## config.mk

```make
export PLATFORM = sky130hd
export DESIGN_NAME = mac_job_scheduler_flat
export DESIGN_NICKNAME = d
export VERILOG_FILES = /design/src/rtl/mac_job_scheduler_pkg.sv /design/src/rtl/mac_job_scheduler_if.sv /design/src/rtl/mac_job_addr_gen.sv /design/src/rtl/mac_job_scheduler.sv /design/src/flat_wrapper.sv
export SDC_FILE = /design/constraint.sdc
export NUM_CORES = 1
export LEC_CHECK = 0
export ABC_AREA = 1
export CAP_MARGIN = 20
export CORE_MARGIN = 2
export CORE_UTILIZATION = 35
export CTS_BUF_LIST = sky130_fd_sc_hd__clkbuf_8 sky130_fd_sc_hd__clkbuf_16
export DETAILED_ROUTE_END_ITERATION = 10
export GPL_ROUTABILITY_DRIVEN = 0
export PLACE_DENSITY = 0.71
export SLEW_MARGIN = 20
export SYNTH_ARGS = -nofsm -noshare
export SYNTH_HDL_FRONTEND = slang
export SYNTH_SLANG_ARGS = --single-unit
```

## constraint.sdc

```tcl
create_clock -name i_clk -period 1.5 [get_ports i_clk]
set_input_delay 0.3 -clock i_clk [delete_from_list [all_inputs] [get_ports i_clk]]
set_output_delay 0.3 -clock i_clk [all_outputs]
set_load 0.02 [all_outputs]
```

## src/rtl/mac_job_scheduler_pkg.sv

```systemverilog
// Shared widths, FSM state encoding, the job descriptor and the ReLU helper for the
// MAC job scheduler slice.
package mac_job_scheduler_pkg;

    localparam int DATA_WIDTH    = 16;
    localparam int CLK_NUM_WIDTH = 8;
    localparam int ADDR_WIDTH    = 10;

    // Encoding matches the other conv controllers so state probes read the same everywhere.
    localparam logic [2:0] ST_IDLE  = 3'd0;
    localparam logic [2:0] ST_FETCH = 3'd1;
    localparam logic [2:0] ST_DRAIN = 3'd2;
    localparam logic [2:0] ST_WAIT  = 3'd3;
    localparam logic [2:0] ST_OUT   = 3'd4;

    typedef struct packed {
        logic [ADDR_WIDTH-1:0]    baseA;
        logic [ADDR_WIDTH-1:0]    baseB;
        logic [CLK_NUM_WIDTH-1:0] len;
    } job_t;

    // Any value with the sign bit set, including -0, clamps to +0.
    function automatic logic [DATA_WIDTH-1:0] reluHalf(input logic [DATA_WIDTH-1:0] value);
        return value[DATA_WIDTH-1] ? '0 : value;
    endfunction

endpackage

```

## src/rtl/mac_job_scheduler_if.sv

```systemverilog
// Bundles the job, buffer-read, MAC and result signals of the scheduler.
// The slave modport is the scheduler's view; master is the surrounding system.
interface mac_job_scheduler_if;
    import mac_job_scheduler_pkg::*;

    logic                     job_valid;
    logic                     job_ready;
    logic [ADDR_WIDTH-1:0]    job_base_a;
    logic [ADDR_WIDTH-1:0]    job_base_b;
    logic [CLK_NUM_WIDTH-1:0] job_len;

    logic                     rd_en;
    logic [ADDR_WIDTH-1:0]    rd_addr_a;
    logic [ADDR_WIDTH-1:0]    rd_addr_b;
    logic [DATA_WIDTH-1:0]    rd_data_a;
    logic [DATA_WIDTH-1:0]    rd_data_b;

    logic [DATA_WIDTH-1:0]    mac_a;
    logic [DATA_WIDTH-1:0]    mac_b;
    logic [CLK_NUM_WIDTH-1:0] mac_clk_num;
    logic                     mac_result_ready;
    logic [DATA_WIDTH-1:0]    mac_result;

    logic                     out_valid;
    logic                     out_ready;
    logic [DATA_WIDTH-1:0]    out_data;
    logic                     busy;

    modport slave (
        input  job_valid, job_base_a, job_base_b, job_len,
        input  rd_data_a, rd_data_b, mac_result_ready, mac_result, out_ready,
        output job_ready, rd_en, rd_addr_a, rd_addr_b,
        output mac_a, mac_b, mac_clk_num, out_valid, out_data, busy
    );

    modport master (
        output job_valid, job_base_a, job_base_b, job_len,
        output rd_data_a, rd_data_b, mac_result_ready, mac_result, out_ready,
        input  job_ready, rd_en, rd_addr_a, rd_addr_b,
        input  mac_a, mac_b, mac_clk_num, out_valid, out_data, busy
    );

endinterface

```

## src/rtl/mac_job_addr_gen.sv

```systemverilog
// Address generator for the scheduler: latches job bases, steps both read addresses
// once per fetch cycle (wrapping naturally at the address width) and flags the last pair.
module mac_job_addr_gen
    import mac_job_scheduler_pkg::*;
(
    input  logic                  i_clk,
    input  logic                  i_rst_n,
    input  logic                  i_load,
    input  job_t                  i_job,
    input  logic                  i_step,
    output logic [ADDR_WIDTH-1:0] o_rdAddrA,
    output logic [ADDR_WIDTH-1:0] o_rdAddrB,
    output logic                  o_lastPair
);

    logic [ADDR_WIDTH-1:0]    r_addrA;
    logic [ADDR_WIDTH-1:0]    r_addrB;
    logic [CLK_NUM_WIDTH-1:0] r_remaining;

    always_ff @(posedge i_clk or negedge i_rst_n) begin
        if (!i_rst_n) begin
            r_addrA     <= '0;
            r_addrB     <= '0;
            r_remaining <= '0;
        end else if (i_load) begin
            r_addrA     <= i_job.baseA;
            r_addrB     <= i_job.baseB;
            r_remaining <= i_job.len;
        end else if (i_step) begin
            r_addrA     <= r_addrA + ADDR_WIDTH'(1);
            r_addrB     <= r_addrB + ADDR_WIDTH'(1);
            r_remaining <= r_remaining - CLK_NUM_WIDTH'(1);
        end
    end

    assign o_rdAddrA  = r_addrA;
    assign o_rdAddrB  = r_addrB;
    assign o_lastPair = (r_remaining == CLK_NUM_WIDTH'(1));

endmodule

```

## src/rtl/mac_job_scheduler.sv

```systemverilog
// Sequences one float16 MAC for dot-product jobs: fetch operand pairs, drain, wait for the sum,
// hand it out on valid/ready. Define MAC_SCHED_RELU_EN to clamp negative results to +0.
module mac_job_scheduler
    import mac_job_scheduler_pkg::*;
(
    input  logic               i_clk,
    input  logic               i_rst_n,
    mac_job_scheduler_if.slave bus
);

    logic [2:0]               r_state;
    logic                     r_rdEnD;
    logic [DATA_WIDTH-1:0]    r_macA;
    logic [DATA_WIDTH-1:0]    r_macB;
    logic [DATA_WIDTH-1:0]    r_outData;
    logic [CLK_NUM_WIDTH-1:0] r_macClkNum;

    logic                     w_accept;
    logic                     w_fetch;
    logic                     w_lastPair;
    logic [ADDR_WIDTH-1:0]    w_rdAddrA;
    logic [ADDR_WIDTH-1:0]    w_rdAddrB;
    logic [DATA_WIDTH-1:0]    w_capture;
    job_t                     w_job;

    assign w_job    = '{baseA: bus.job_base_a, baseB: bus.job_base_b, len: bus.job_len};
    assign w_accept = (r_state == ST_IDLE) && bus.job_valid;
    assign w_fetch  = (r_state == ST_FETCH);

`ifdef MAC_SCHED_RELU_EN
    assign w_capture = reluHalf(bus.mac_result);
`else
    assign w_capture = bus.mac_result;
`endif

    mac_job_addr_gen u_addrGen (
        .i_clk      (i_clk),
        .i_rst_n    (i_rst_n),
        .i_load     (w_accept),
        .i_job      (w_job),
        .i_step     (w_fetch),
        .o_rdAddrA  (w_rdAddrA),
        .o_rdAddrB  (w_rdAddrB),
        .o_lastPair (w_lastPair)
    );

    // A zero-length job skips the MAC entirely and reports +0 straight away.
    always_ff @(posedge i_clk or negedge i_rst_n) begin
        if (!i_rst_n) begin
            r_state     <= ST_IDLE;
            r_macClkNum <= '0;
            r_outData   <= '0;
        end else begin
            case (r_state)
                ST_IDLE: begin
                    if (bus.job_valid) begin
                        r_macClkNum <= bus.job_len;
                        if (bus.job_len == '0) begin
                            r_outData <= '0;
                            r_state   <= ST_OUT;
                        end else begin
                            r_state   <= ST_FETCH;
                        end
                    end
                end
                ST_FETCH: begin
                    if (w_lastPair) begin
                        r_state <= ST_DRAIN;
                    end
                end
                ST_DRAIN: r_state <= ST_WAIT;
                ST_WAIT: begin
                    if (bus.mac_result_ready) begin
                        r_outData <= w_capture;
                        r_state   <= ST_OUT;
                    end
                end
                ST_OUT: begin
                    if (bus.out_ready) begin
                        r_state <= ST_IDLE;
                    end
                end
                default: r_state <= ST_IDLE;
            endcase
        end
    end

    // Buffer data is only loaded in the cycle after a read; otherwise zeros keep the MAC quiet.
    always_ff @(posedge i_clk or negedge i_rst_n) begin
        if (!i_rst_n) begin
            r_rdEnD <= 1'b0;
            r_macA  <= '0;
            r_macB  <= '0;
        end else begin
            r_rdEnD <= w_fetch;
            r_macA  <= r_rdEnD ? bus.rd_data_a : '0;
            r_macB  <= r_rdEnD ? bus.rd_data_b : '0;
        end
    end

    assign bus.job_ready   = (r_state == ST_IDLE);
    assign bus.rd_en       = w_fetch;
    assign bus.rd_addr_a   = w_rdAddrA;
    assign bus.rd_addr_b   = w_rdAddrB;
    assign bus.mac_a       = r_macA;
    assign bus.mac_b       = r_macB;
    assign bus.mac_clk_num = r_macClkNum;
    assign bus.out_valid   = (r_state == ST_OUT);
    assign bus.out_data    = r_outData;
    assign bus.busy        = (r_state != ST_IDLE);

endmodule
```

## src/flat_wrapper.sv

```systemverilog
// flat-port wrapper written by rule: the top's interface ports become plain ports
module mac_job_scheduler_flat import mac_job_scheduler_pkg::*;
  (i_clk, i_rst_n, bus_job_valid, bus_job_base_a, bus_job_base_b, bus_job_len, bus_rd_data_a, bus_rd_data_b, bus_mac_result_ready, bus_mac_result, bus_out_ready, bus_job_ready, bus_rd_en, bus_rd_addr_a, bus_rd_addr_b, bus_mac_a, bus_mac_b, bus_mac_clk_num, bus_out_valid, bus_out_data, bus_busy);
  mac_job_scheduler_if bus_i ();
  input  logic i_clk;
  input  logic i_rst_n;
  input wire logic [$bits(bus_i.job_valid)-1:0] bus_job_valid;
  input wire logic [$bits(bus_i.job_base_a)-1:0] bus_job_base_a;
  input wire logic [$bits(bus_i.job_base_b)-1:0] bus_job_base_b;
  input wire logic [$bits(bus_i.job_len)-1:0] bus_job_len;
  input wire logic [$bits(bus_i.rd_data_a)-1:0] bus_rd_data_a;
  input wire logic [$bits(bus_i.rd_data_b)-1:0] bus_rd_data_b;
  input wire logic [$bits(bus_i.mac_result_ready)-1:0] bus_mac_result_ready;
  input wire logic [$bits(bus_i.mac_result)-1:0] bus_mac_result;
  input wire logic [$bits(bus_i.out_ready)-1:0] bus_out_ready;
  output wire logic [$bits(bus_i.job_ready)-1:0] bus_job_ready;
  output wire logic [$bits(bus_i.rd_en)-1:0] bus_rd_en;
  output wire logic [$bits(bus_i.rd_addr_a)-1:0] bus_rd_addr_a;
  output wire logic [$bits(bus_i.rd_addr_b)-1:0] bus_rd_addr_b;
  output wire logic [$bits(bus_i.mac_a)-1:0] bus_mac_a;
  output wire logic [$bits(bus_i.mac_b)-1:0] bus_mac_b;
  output wire logic [$bits(bus_i.mac_clk_num)-1:0] bus_mac_clk_num;
  output wire logic [$bits(bus_i.out_valid)-1:0] bus_out_valid;
  output wire logic [$bits(bus_i.out_data)-1:0] bus_out_data;
  output wire logic [$bits(bus_i.busy)-1:0] bus_busy;
  assign bus_i.job_valid = bus_job_valid;
  assign bus_i.job_base_a = bus_job_base_a;
  assign bus_i.job_base_b = bus_job_base_b;
  assign bus_i.job_len = bus_job_len;
  assign bus_i.rd_data_a = bus_rd_data_a;
  assign bus_i.rd_data_b = bus_rd_data_b;
  assign bus_i.mac_result_ready = bus_mac_result_ready;
  assign bus_i.mac_result = bus_mac_result;
  assign bus_i.out_ready = bus_out_ready;
  assign bus_job_ready = bus_i.job_ready;
  assign bus_rd_en = bus_i.rd_en;
  assign bus_rd_addr_a = bus_i.rd_addr_a;
  assign bus_rd_addr_b = bus_i.rd_addr_b;
  assign bus_mac_a = bus_i.mac_a;
  assign bus_mac_b = bus_i.mac_b;
  assign bus_mac_clk_num = bus_i.mac_clk_num;
  assign bus_out_valid = bus_i.out_valid;
  assign bus_out_data = bus_i.out_data;
  assign bus_busy = bus_i.busy;
  mac_job_scheduler u_core (.i_clk(i_clk), .i_rst_n(i_rst_n), .bus(bus_i));
endmodule
```

==> Word-level counts from Yosys, hierarchy flattened <==
Index checks and enable logic that the tools add are counted.
{ "op_classes": {"n_reduce_logical": 9, "muxes": 18, "add_sub_neg": 3, "eq_ne": 10} }
{ "ops": {"columns": ["cell", "count"], "rows": [
  ["two-way mux 16 bit", 5],
  ["two-way mux 10 bit", 4],
  ["case mux 16 bit (2 select lines)", 1],
  ["adder 10 x 1 -> 10 bit, second input constant", 2],
  ["two-way mux 8 bit", 2],
  ["two-way mux 3 bit", 5],
  ["case mux 3 bit (5 select lines)", 1],
  ["equality test 8 x 1 -> 1 bit, second input constant", 1],
  ["logical NOT 8 bit", 1],
  ["!= test 2 bit, second input constant", 4],
  ["AND reduction 4 bit", 2],
  ["subtractor 8 x 1 -> 8 bit, second input constant", 1],
  ["equality test 3 x 2 -> 1 bit, second input constant", 2],
  ["nonzero test 2 bit", 2],
  ["equality test 3 x 1 -> 1 bit, second input constant", 1],
  ["equality test 3 bit, second input constant", 1],
  ["logical NOT 3 bit", 1],
  ["nonzero test 3 bit", 1],
  ["!= test 2 x 1 -> 1 bit, second input constant", 1],
  ["AND reduction 2 bit", 1],
  ["logical AND 1 bit", 1]
]} }
{ "totals": {"reg_bits": 88, "out_inout_bits": 80, "word_cells": 49, "input_bits": 81} }

==> Depth between registers and ports, before layout <==
Gate-level depths: netlist (run 1).
{ "depth": {"word_depth": 4, "depth_mapped": 10, "ltp_nobuf": 8} }

==> Modules after synthesis <==
Synthesis (run 1) repeated with hierarchy kept, for this count alone.
{ "hier_totals": {"cells_unflattened": 502, "area_unflattened_um2": 4192.8} }
{ "by_module_without_submodules": {"columns": ["module", "instances", "cells_each", "area_each_um2"], "rows": [
  ["mac_job_scheduler", 1, 275, 2419.8],
  ["mac_job_addr_gen", 1, 227, 1773.0]
]} }

==> Worst setup path before layout (run 1) <==
OpenSTA, ideal clock, no wires.
{ "synth_timing": {"path_kind": "register to register", "from": "register u_core.r_state[0]", "to": "register u_core.r_outData[0], in the netlist u_core.bus.out_data[0]", "setup_time_ns": 0.117, "path_stages_with_launch": 9, "path_slack_ns": -0.034, "period_less_slack_ns": 1.534, "arrival_time_ns": 1.417, "cell_sequence": "dfrtp_1 > buf_6 > nor2_4 > nand2_4 > inv_1 > o21ai_2 > buf_4 > nand3_1 > nand2_1"} }
{ "synth_between": {"elab_chain_cells": 3} }
{ "synth_rtl": {"columns": ["element", "line_no", "rtl"], "rows": [
  ["from (decl)", "mac_job_scheduler.sv:11", "logic [2:0] r_state;"],
  ["from (signal assigned)", "mac_job_scheduler.sv:50", "r_state <= ST_IDLE;"],
  ["from (signal assigned)", "mac_job_scheduler.sv:60", "r_state <= ST_OUT;"],
  ["from (signal assigned)", "mac_job_scheduler.sv:62", "r_state <= ST_FETCH;"],
  ["logical NOT 3 bit (*)", null, null],
  ["via bus_job_ready", "flat_wrapper.sv:16", "output wire logic [$bits(bus_i.job_ready)-1:0] bus_job_ready;"],
  ["!= test 2 x 1 -> 1 bit (no source line), or another cell as far along", null, null],
  ["AND reduction 4 bit (no source line)", null, null],
  ["to (signal assigned)", "mac_job_scheduler.sv:74", "r_outData <= w_capture;"],
  ["to (decl)", "mac_job_scheduler.sv:15", "logic [DATA_WIDTH-1:0] r_outData;"]
]} }
The timed path passes the listed nets; every way through them passes the cells marked *.
A chain may end at the register's enable or synchronous reset.

==> Final worst setup path (run 1) <==
{ "layout_timing": {"from": "register u_core.r_state[1]", "to": "register u_core.r_outData[8], in the netlist u_core.bus.out_data[8]"} }
{ "layout_between": {"elab_chain_cells": 3} }
{ "layout_rtl": {"columns": ["element", "line_no", "rtl"], "rows": [
  ["equality test 3 x 2 -> 1 bit or logical NOT 3 bit (tied branches)", "mac_job_scheduler.sv:54", "case (r_state)"],
  ["!= test 2 bit (no source line), or another cell as far along", null, null],
  ["AND reduction 4 bit (no source line)", null, null]
]} }
Parallel ways exist; a longest one is shown, timed or not.

==> impl_results.md, run 1 <==
- Total inserted antenna cells: 0
- Internal: 0.00777 W
- Leakage power of the design: 3.93 nW
- Placed wire-length estimate: 9.02 mm
- Share of synthesized flip-flops with an asynchronous set or reset: 100%
- Worst clock skew on the final layout: between 0.01 and 0.015 ns
- Clock network fraction of total power: 15.5%
- IO Count: between 150 and 200
- Cell with the most instances after synthesis: nand2_1
- Synth Flop Type: dfrtp_1
- Portion of total power attributed to sequential cells: 28.5%
- Fin nets: 846
- Clock Path Buffers: 2
- Vias: 4328
- Ratio of cells with drive above 1 in the final layout: 16.1%
- Unrepaired setup endpoints after global routing: true
- Post-synth EDFFs: 0
- Core area: 12000 µm²
- Final-report max-slew violation count: 0
- Placed cell count: 875
- Worst rel slew slack: 39.5%
- Setup TNS: -2.42 ns
- Largest net degree at the start of global routing: 33
- Final setup violation count: 47
- Max Fanout on Critical Path: 5
- Sw Pwr: 0.00624 W
- DRT iter0 DRCs: around 360
- Root buffer selected by CTS: clkbuf_16
- Cell taking the most area after synthesis: dfrtp_1
- Vertical extent of the die: 115 µm
- Overall power after layout: between 0.01 and 0.015 W
- Switching portion of total power: 44.5%
- Clock edge transition at the registers on the reported setup and hold paths: 0.07 ns
- Routed WL: about 13 mm
- Relative area change from synthesis to final layout: 62.0%
- Source-to-sink clock delay at the later pin of the worst-skew pair: roughly 0.34 ns
- Endpoint class of the critical path: register
- Power density over the cells: 2020 nW/µm²
- Vias per inst: between 4 and 5
- Count of mapped cells out of synthesis: 554
- List of most frequent post-synthesis cells: 190 x nand2_1, 88 x dfrtp_1, 88 x inv_1, 59 x nand3_1, 52 x nor2_1
- Setup slack of the worst register-to-register path: -0.09 ns
- GRT Overall Usage: 19.4%
- Number of non-filler instances in the completed layout: 913
- Num Clock Sinks: between 80 and 90
- Kind of critical path: register to register
- Number of detailed-routing iterations run before antenna repair: 4
- Data arrival at the endpoint of the critical path: 1.81 ns
- Kind of launch point of the worst setup path: register
- Synthesized area per cell: a little under 8 µm²
- Measured slew at the worst slew-check pin: around 0.9 ns
- Overall die area: 13100 µm²
- DRC violation count after routing: 0
- DR WL/cell: between 10 and 15 µm
- Final setup slack of the worst path: -0.0885 ns
- Overflow left after global routing: 0
- Result of the run: finished with violations
- Fmax achieved: 0.630 GHz
- Initial antenna violation count: 0
- Final hold viol count: 0
- Vias in the first global route: 4245
- Post-route ant nets: 0
- Net count of the mapped netlist: 639
- Cell area after synthesis: 4280 µm²
- Most area-consuming cells after synthesis: dfrtp_1 51%, nand2_1 17%, inv_1 7.7%
- Post-synth top area share: 51.4%
- Number of buffers added on ports: between 150 and 200
- Initial cell density of the core: 35.8%
- Yosys Warn Count: 0
- Count of state elements after synthesis: 88
- Post-layout minimum cycle time: 1.59 ns
- Setup slack after placement: -0.275 ns
- Number of distinct standard cells referenced by the synthesized netlist: 30
- First-pass GRT wire length: 20.0 mm
- CTS buffer count: 9
- TritonCTS clock tree: yes
- Required time at the endpoint of the critical path: 1.73 ns
- Count of maximum capacitance violations: 0
- Type of the worst min-delay path: input port to asynchronous set/reset pin
- # rows: 40
- Post-route fraction of the period consumed by the critical path: 106%
- Clock H-tree levels: 3
- Failing checks: setup timing
- Sequential share of the synthesized area: about half
- Maximum ir drop on the vdd rail: 0.000833 V
- Share of total power in combinational logic: roughly 56%
- Die span in x: 115 µm
## layer usage
metal	track usage, %	vias to the layer above	routed length [µm]
li1	-	2103	-
met3	4.87	21	1030
met1	24.4	2026	5290
met5	0	-	0
met4	6.83	0	199
met2	32.6	178	6190
## area by class of cell
type | count | area [µm²]
fill | 1073 | 5020
sequential | 88 | 2200
timing repair buffer | 210 | 2080
multi-input combinational | 359 | 1810
inverter | 93 | 362
clock buffer | 9 | 225
tap | 147 | 184
clock inverter | 7 | 65.1
## registers in the layout, summed over array words and instances (netlist names)
signal	count
u_core.bus.mac_a	16
u_core.r_rdEnD	1
u_core.r_state	3
u_core.u_addrGen.r_remaining	8
u_core.bus.mac_clk_num	8
u_core.u_addrGen.o_rdAddrB	10
u_core.bus.mac_b	16
u_core.bus.out_data	16
u_core.u_addrGen.o_rdAddrA	10
## stage by stage
step / util, % / hold WS (ns) / cell area, µm²
after CTS: 54.8 / 0.403 / 6550
final: 58.0 / 0.404 / 6940
after global routing: 58.0 / 0.417 / 6940
after global placement: 52.6 / 0.231 / 6290
after detailed placement: 52.6 / 0.234 / 6290
after floorplan: - / 0.00441 / 4280
## placed cells by master (no fill, tap or decap), types with 5 or more instances in the layout
cell / n
nand2_1: 174
dfrtp_1: 87
inv_1: 86
clkdlybuf4s50_1: 79
dlygate4sd2_1: 76
nand3_1: 53
nor2_1: 50
buf_4: 25
buf_6: 16
nand2_2: 14
clkbuf_16: 11
buf_12: 9
nand2_4: 7
o21ai_0: 7
o21ai_1: 7
o211ai_1: 7
nand3_2: 6
o21ai_2: 5
## what timing repair did
item                                   in CTS  in global routing
hold buffers                                1                  0
resized for setup                         102                 67
setup endpoints to repair                 111                 49
pin swaps                                   0                 21
cloned                                      1                  4
endpoints found under the hold margin      19                  0
setup buffers                               4                 13
## worst paths after layout
| check | depth (start not counted) | endpoint | from |
|---|---|---|---|
| min in group i_clk | 2 | u_core.bus.out_data[10] | u_core.bus.out_data[10] |
| worst max-delay path | 10 | u_core.bus.out_data[8] | u_core.r_state[1] |
| worst max register to register | 10 | u_core.bus.out_data[8] | u_core.r_state[1] |
| worst min-delay path | 2 | u_core.u_addrGen.o_rdAddrA[8] | i_rst_n |
| worst min register to register | 2 | u_core.bus.out_data[10] | u_core.bus.out_data[10] |
| max in group asynchronous | 3 | u_core.bus.out_data[4] | i_rst_n |
## power by group through the flow
stage | clock, W | combinational (W) | sequential [W]
finish | 0.00218 | 0.00784 | 0.00399
global route | 0.00233 | 0.00856 | 0.00412
CTS | 0.00223 | 0.00681 | 0.00399
detailed placement | 0 | 0.00715 | 0.00406
global placement | 0 | 0.00699 | 0.00402
floorplan | 0 | 0.00317 | 0.00476
## cells by family (layout without fill, tap and decap cells)
kind of cell,count (synthesis),count (layout),share of synthesized area [%]
simple gates,320,323,32.3
buf+inv,110,319,10.6
flops,88,88,51.4
compound gates,29,29,3.89
fa+ha+maj,4,4,1.17
xor+xnor,3,3,0.614
## critical path: stages, from the launching register on
cell and delay, ns:
dfrtp_1 0.41, buf_6 0.13, nor2_4 0.13, buf_6 0.14, nand3_2 0.10, nand2_4 0.11
nor2_8 0.05, buf_12 0.13, clkbuf_16 0.14, nand3_1 0.06, nand2_1 0.06
(Power assumes the default switching activity.)
==> run 2: changes to the inputs <==
CTS_CLUSTER_DIAMETER = 80   (was default)
SLEW_MARGIN = default   (was 20)
==> results of run 2 <==
The final DEF is identical to that of run 1; final timing and power are the same.
